<file path="src/rtl/sar_ctrl_pkg.sv">
// Shared types and default timing constants for the SAR scan sequencer.
// Imported by the sequencer top and its round-robin channel picker.
package sar_ctrl_pkg;

  typedef enum logic [2:0] {
    S_IDLE,
    S_SETTLE,
    S_START,
    S_CONV,
    S_HOLD
  } sar_ctrl_state_t;

  localparam int SAR_DW        = 8;
  localparam int SAR_SETTLE    = 4;
  localparam int SAR_CNV_PULSE = 2;
  localparam int SAR_TIMEOUT   = 64;

  function automatic int cnt_max(int a, int b, int c);
    int m;
    m = a;
    if (b > m) m = b;
    if (c > m) m = c;
    return m;
  endfunction

endpackage

</file>
<file path="src/rtl/sar_rr_pick.sv">
// Round-robin channel picker: first set mask bit strictly after last_ch,
// wrapping around to bit 0.
module sar_rr_pick
  import sar_ctrl_pkg::*;
#(
  parameter int NCH = 4,
  parameter int CHW = 2
) (
  input  logic [NCH-1:0] ch_mask,
  input  logic [CHW-1:0] last_ch,
  output logic [CHW-1:0] next_ch,
  output logic           any
);

  logic           found;
  logic [CHW-1:0] idx;

  assign any = |ch_mask;

  always_comb begin
    next_ch = '0;
    found   = 1'b0;
    idx     = '0;
    for (int i = 1; i <= NCH; i++) begin
      idx = CHW'((int'(last_ch) + i) % NCH);
      if (!found && ch_mask[idx]) begin
        next_ch = idx;
        found   = 1'b1;
      end
    end
  end

endmodule

</file>
<file path="src/rtl/sar_scan_ctrl.sv">
// Conversion sequencer for the 8-bit SAR core: round-robin channel scan,
// settle, start pulse, edge-qualified capture with timeout, valid/ready out.
module sar_scan_ctrl
  import sar_ctrl_pkg::*;
#(
  parameter int NCH       = 4,
  parameter int CHW       = 2,
  parameter int DW        = SAR_DW,
  parameter int SETTLE    = SAR_SETTLE,
  parameter int CNV_PULSE = SAR_CNV_PULSE,
  parameter int TIMEOUT   = SAR_TIMEOUT
) (
  input  logic           clk,
  input  logic           rst,
  input  logic           en,
  input  logic [NCH-1:0] ch_mask,
  output logic [CHW-1:0] ch_sel,
  output logic           cnvst,
  input  logic           eoc,
  input  logic [DW-1:0]  sar,
  output logic           res_valid,
  input  logic           res_ready,
  output logic [DW-1:0]  res_data,
  output logic [CHW-1:0] res_ch,
  output logic           res_err,
  output logic           busy
);

  localparam int CW = $clog2(cnt_max(SETTLE, CNV_PULSE, TIMEOUT));

  sar_ctrl_state_t state_q, state_d;
  logic [CW-1:0]   cnt_q, cnt_d;
  logic [CHW-1:0]  ch_sel_q, ch_sel_d;
  logic [CHW-1:0]  last_ch_q, last_ch_d;
  logic [CHW-1:0]  res_ch_q, res_ch_d;
  logic [DW-1:0]   res_data_q, res_data_d;
  logic            res_err_q, res_err_d;
  logic            eoc_q;
  logic [CHW-1:0]  pick_last, next_ch;
  logic            any_ch, eoc_rise;

  // In HOLD the result being handed off becomes last_ch on this same edge.
  assign pick_last = (state_q == S_HOLD) ? res_ch_q : last_ch_q;
  assign eoc_rise  = eoc & ~eoc_q;

  sar_rr_pick #(
    .NCH(NCH),
    .CHW(CHW)
  ) u_pick (
    .ch_mask(ch_mask),
    .last_ch(pick_last),
    .next_ch(next_ch),
    .any    (any_ch)
  );

  always_comb begin
    state_d    = state_q;
    cnt_d      = cnt_q;
    ch_sel_d   = ch_sel_q;
    last_ch_d  = last_ch_q;
    res_ch_d   = res_ch_q;
    res_data_d = res_data_q;
    res_err_d  = res_err_q;
    unique case (state_q)
      S_IDLE: begin
        if (en && any_ch) begin
          state_d  = S_SETTLE;
          ch_sel_d = next_ch;
          cnt_d    = '0;
        end
      end
      S_SETTLE: begin
        if (cnt_q == CW'(SETTLE - 1)) begin
          state_d = S_START;
          cnt_d   = '0;
        end else begin
          cnt_d = cnt_q + CW'(1);
        end
      end
      S_START: begin
        if (cnt_q == CW'(CNV_PULSE - 1)) begin
          state_d = S_CONV;
          cnt_d   = '0;
        end else begin
          cnt_d = cnt_q + CW'(1);
        end
      end
      S_CONV: begin
        if (eoc_rise) begin
          state_d    = S_HOLD;
          res_data_d = sar;
          res_ch_d   = ch_sel_q;
          res_err_d  = 1'b0;
        end else if (cnt_q == CW'(TIMEOUT - 1)) begin
          state_d    = S_HOLD;
          res_data_d = '0;
          res_ch_d   = ch_sel_q;
          res_err_d  = 1'b1;
        end else begin
          cnt_d = cnt_q + CW'(1);
        end
      end
      S_HOLD: begin
        if (res_ready) begin
          last_ch_d = res_ch_q;
          if (en && any_ch) begin
            state_d  = S_SETTLE;
            ch_sel_d = next_ch;
            cnt_d    = '0;
          end else begin
            state_d = S_IDLE;
          end
        end
      end
      default: state_d = S_IDLE;
    endcase
  end

  always_ff @(posedge clk) begin
    if (rst) begin
      state_q    <= S_IDLE;
      cnt_q      <= '0;
      ch_sel_q   <= '0;
      last_ch_q  <= CHW'(NCH - 1);
      res_ch_q   <= '0;
      res_data_q <= '0;
      res_err_q  <= 1'b0;
      eoc_q      <= 1'b0;
    end else begin
      state_q    <= state_d;
      cnt_q      <= cnt_d;
      ch_sel_q   <= ch_sel_d;
      last_ch_q  <= last_ch_d;
      res_ch_q   <= res_ch_d;
      res_data_q <= res_data_d;
      res_err_q  <= res_err_d;
      eoc_q      <= eoc;
    end
  end

  assign ch_sel    = ch_sel_q;
  assign cnvst     = (state_q == S_START);
  assign res_valid = (state_q == S_HOLD);
  assign busy      = (state_q != S_IDLE);
  assign res_data  = res_data_q;
  assign res_ch    = res_ch_q;
  assign res_err   = res_err_q;

endmodule
</file>
<file path="config.mk">
export PLATFORM = sky130hd
export DESIGN_NAME = sar_scan_ctrl
export DESIGN_NICKNAME = d
export VERILOG_FILES = /design/src/rtl/sar_ctrl_pkg.sv /design/src/rtl/sar_rr_pick.sv /design/src/rtl/sar_scan_ctrl.sv
export SDC_FILE = /design/constraint.sdc
export NUM_CORES = 1
export LEC_CHECK = 0
export ABC_AREA = 1
export CAP_MARGIN = 5
export CORE_ASPECT_RATIO = 1.25
export CORE_MARGIN = 5
export CORE_UTILIZATION = 51
export DETAILED_ROUTE_END_ITERATION = 10
export HOLD_SLACK_MARGIN = 0.06
export PLACE_DENSITY = 0.8
export SLEW_MARGIN = 0
export SYNTH_ARGS = -nofsm -noshare
export SYNTH_HDL_FRONTEND = slang
export SYNTH_HIERARCHICAL = 1
export SYNTH_SLANG_ARGS = --single-unit
</file>
<file path="constraint.sdc">
create_clock -name clk -period 2.5 [get_ports clk]
set_clock_uncertainty 0.15 [all_clocks]
set_input_delay 0.25 -clock clk [delete_from_list [all_inputs] [get_ports clk]]
set_output_delay 0.25 -clock clk [all_outputs]
set_load 0.005 [all_outputs]
</file>
==> results.sh <==
export IMPL_outcome="complete, no violations"
export IMPL_fin_ws_ns=0.417
export IMPL_setup_worst_path_start="state_q[0]$_SDFFE_PP0P_"
export IMPL_area_delta_synth_final_pct=24.8
export IMPL_fin_tns_setup_ns=0
export IMPL_hold_viol_final=0
export IMPL_grt_pass1_vias=1418
export IMPL_cp_start_kind="flop"
export IMPL_cp_cell_sequence="nor2_4 > nand2_1 > o21ai_0 > buf_4 > inv_6 > nand2_1 > nand2_2 > nand2_4 > inv_1 > a31oi_1 > nand3_1 > nor2_1 > nor2_1"
export IMPL_die_h_um=72.2
export IMPL_path_max_fanout=9
export IMPL_drc=0
export IMPL_post_drt_via_cell_ratio=4.91
export IMPL_routed_wl_um=3440
export IMPL_fillers=271
export IMPL_grt_max_degree=16
export IMPL_cts_made_buffers=3
export IMPL_power_density_nw_per_um2=669
export IMPL_crit_required_ns=2.58
export IMPL_place_congestion=0.827
export IMPL_antenna_found_initial=0
export IMPL_slowest_delay_ns=0.40
export IMPL_ctsResizeCount=0
export IMPL_coreArea_um2=2970
export IMPL_worst_slew_pin_slew_ns=0.384
export IMPL_clock_latency_ns=0.31
export IMPL_cp_end_kind="flop"
export IMPL_vdd_drop_max_mv=0.579
export IMPL_min_delay_start="eoc"
export IMPL_synth_area_um2=1580
export IMPL_clk_pin_slew_ns=0.15
export IMPL_setup_viol=0
export IMPL_holdWs_ns=0.311
export IMPL_hold_class="primary input to flop"
export IMPL_port_buffers=32
export IMPL_drt_wirelength_per_cell_um=11.1
export IMPL_reg2reg_from="state_q[0]$_SDFFE_PP0P_"
export IMPL_place_ws_ns=0.426
export IMPL_clockRootBuffer="clkbuf_4"
export IMPL_nNetsFinal=293
export IMPL_placed_area_um2=1940
export IMPL_n_antenna_cell=0
export IMPL_min_period_over_period_pct=83.3
export IMPL_gr_total_overflow=0
export IMPL_clock_path_buffers=2
export IMPL_fp_dieW_um=59.8
export IMPL_syn_inst=237
export IMPL_h_tree_depth=1
export IMPL_synth_distinct_cells=30
export IMPL_gr_usage_all_layers_pct=16.9
export IMPL_p_leak_nw=0.889
export IMPL_postCtsHoldBufs=0
export IMPL_period_needed_ns=2.08
export IMPL_yosysWarnings=6
export IMPL_synth_seq_cells=25
export IMPL_worst_path_max_delay_cell="dfxtp_1"
export IMPL_worstSetupPathType="flop to flop"
export IMPL_avgSynthCellArea_um2=6.66
export IMPL_postRouteAntennaNets=0
export IMPL_drv_slew=0
export IMPL_dpl_hpwl_um=2700
export IMPL_slew_headroom_pct=74.4
export IMPL_drive_above_1_share_pct=15.4
export IMPL_clock_sinks=25
export IMPL_firstDrtPassIters=4
export IMPL_io_pins=33
export IMPL_syn_num_nets=256
export IMPL_drt_iter0_markers=60
export IMPL_critPathArrivalTime_ns=2.16
export IMPL_max_cap_violations=0
export IMPL_fp_dieArea_um2=4320
export IMPL_cts_tree="done"
export IMPL_design_area_um2=1970
export IMPL_fmax_mhz=480
export IMPL_vias=1517
export IMPL_fin_util_pct=66.3
export IMPL_postCtsSetupBuffers=0
export IMPL_grt_pass1_wl_um=5890
export IMPL_fp_row_count=22
export IMPL_rsz0062_at_grt="false"
export IMPL_yosysSeqAreaShare_pct=31.7
export IMPL_initial_core_util_pct=53.1
## final cells by class
class	instances	area, um^2	area share, %
well taps	36	45.0	2.29
repair buffers	35	343	17.4
clock inverters	1	7.51	0.381
flip-flops and latches	25	500	25.4
inverters	36	144	7.30
multi-input cells	173	908	46.1
clock buffers	3	22.5	1.14
## stage by stage
| step | power (W) | std cells |
|---|---|---|
| finish | 0.00132 | 309 |
| global route | 0.00143 | 309 |
| CTS | 0.00133 | 309 |
| detailed placement | 0.00114 | 305 |
| global placement | 0.00114 | 305 |
| floorplan | 0.000955 | 237 |
## logic make-up (layout without fill, tap and decap cells)
logic type,after synthesis,after routing,share of synthesized area [%]
XOR/XNOR,1,1,0.555
flip-flops,25,25,31.7
adder cells (fa/ha/maj),2,2,1.58
buffers and inverters,39,75,10.8
AO/OA/AOI/OAI,31,31,11.4
AND/OR/NAND/NOR,139,139,44.0
## power by group
part / total [W] / internal, W / switching, W / leakage [nW]
clock network: 0.000188 / 0.0000609 / 0.000127 / 0.0139
logic: 0.000631 / 0.000262 / 0.000370 / 0.672
registers: 0.000499 / 0.000445 / 0.0000542 / 0.203
total: 0.00132 / 0.000768 / 0.000551 / 0.889
## final timing paths
| path | cells after the start | endpoint | slack [ns] |
|---|---|---|---|
| worst max register to register | 13 | ch_sel[1]$_SDFFE_PP0P_ | 0.42 |
| worst min-delay path | 3 | eoc_q$_SDFF_PP0_ | 0.31 |
| worst max-delay path | 13 | ch_sel[1]$_SDFFE_PP0P_ | 0.42 |
| worst min register to register | 2 | res_data[4]$_SDFFE_PP0P_ | 0.32 |
## metal layers
metal,share of wire [%],GRT usage (%),vias up
li1,-,-,815
met1,43,18.5,668
met2,51,32.3,30
met3,5.1,3.02,4
met4,1.2,3.94,0
met5,0,0,-
## Yosys cell counts, drive strengths merged
library cell,n,share of area (%)
clkinv,1,0.32
nand3b,1,0.48
xor2,1,0.55
clkbuf,1,0.24
dfxtp,25,32
a21oi,16,5.3
nand2,87,25
buf,2,1.4
a31oi,3,1.2
ha,2,1.6
inv,35,8.8
nor3,2,0.63
nor2,28,10
o22ai,1,0.40
o211ai,2,0.95
o21ai,9,3.6
nand3,18,7.0
nand4,3,1.2
## placed cells by master, fill, tap and decap left out
master and n:
o211ai_1 2, nand3b_1 1, buf_4 3, ha_1 2
nand3_1 14, o22ai_1 1, nand2_4 5, inv_2 3
nor3_1 2, nand4_1 3, clkdlybuf4s50_1 32, nor2_8 1
inv_4 1, inv_6 1, nor2_2 3, dfxtp_1 25
nand2_2 10, xor2_1 1, nand2_1 72, a31oi_1 3
inv_1 30, o21ai_1 1, clkinvlp_4 1, clkbuf_4 3
a21oi_2 1, nand3_2 4, o21ai_4 1, clkinv_2 1
o21ai_0 7, a21oi_1 15, nor2_4 4, nor2_1 20
## worst max-delay path, delay by kind of cell, from the launching register on
family,cells,cell delay (ns)
and+or+nand+nor,8,0.79
DFF,1,0.40
AOI/OAI and AO/OA,2,0.36
buffers and inverters,3,0.30
## flip-flops by register name (all words and copies together), names as in the netlist
| name | flops |
|---|---|
| cnt_q | 6 |
| res_data | 8 |
| eoc_q | 1 |
| state_q | 3 |
| last_ch_q | 2 |
| res_err | 1 |
| ch_sel | 2 |
| res_ch | 2 |
Note: power is estimated with default switching activity, not from simulation.
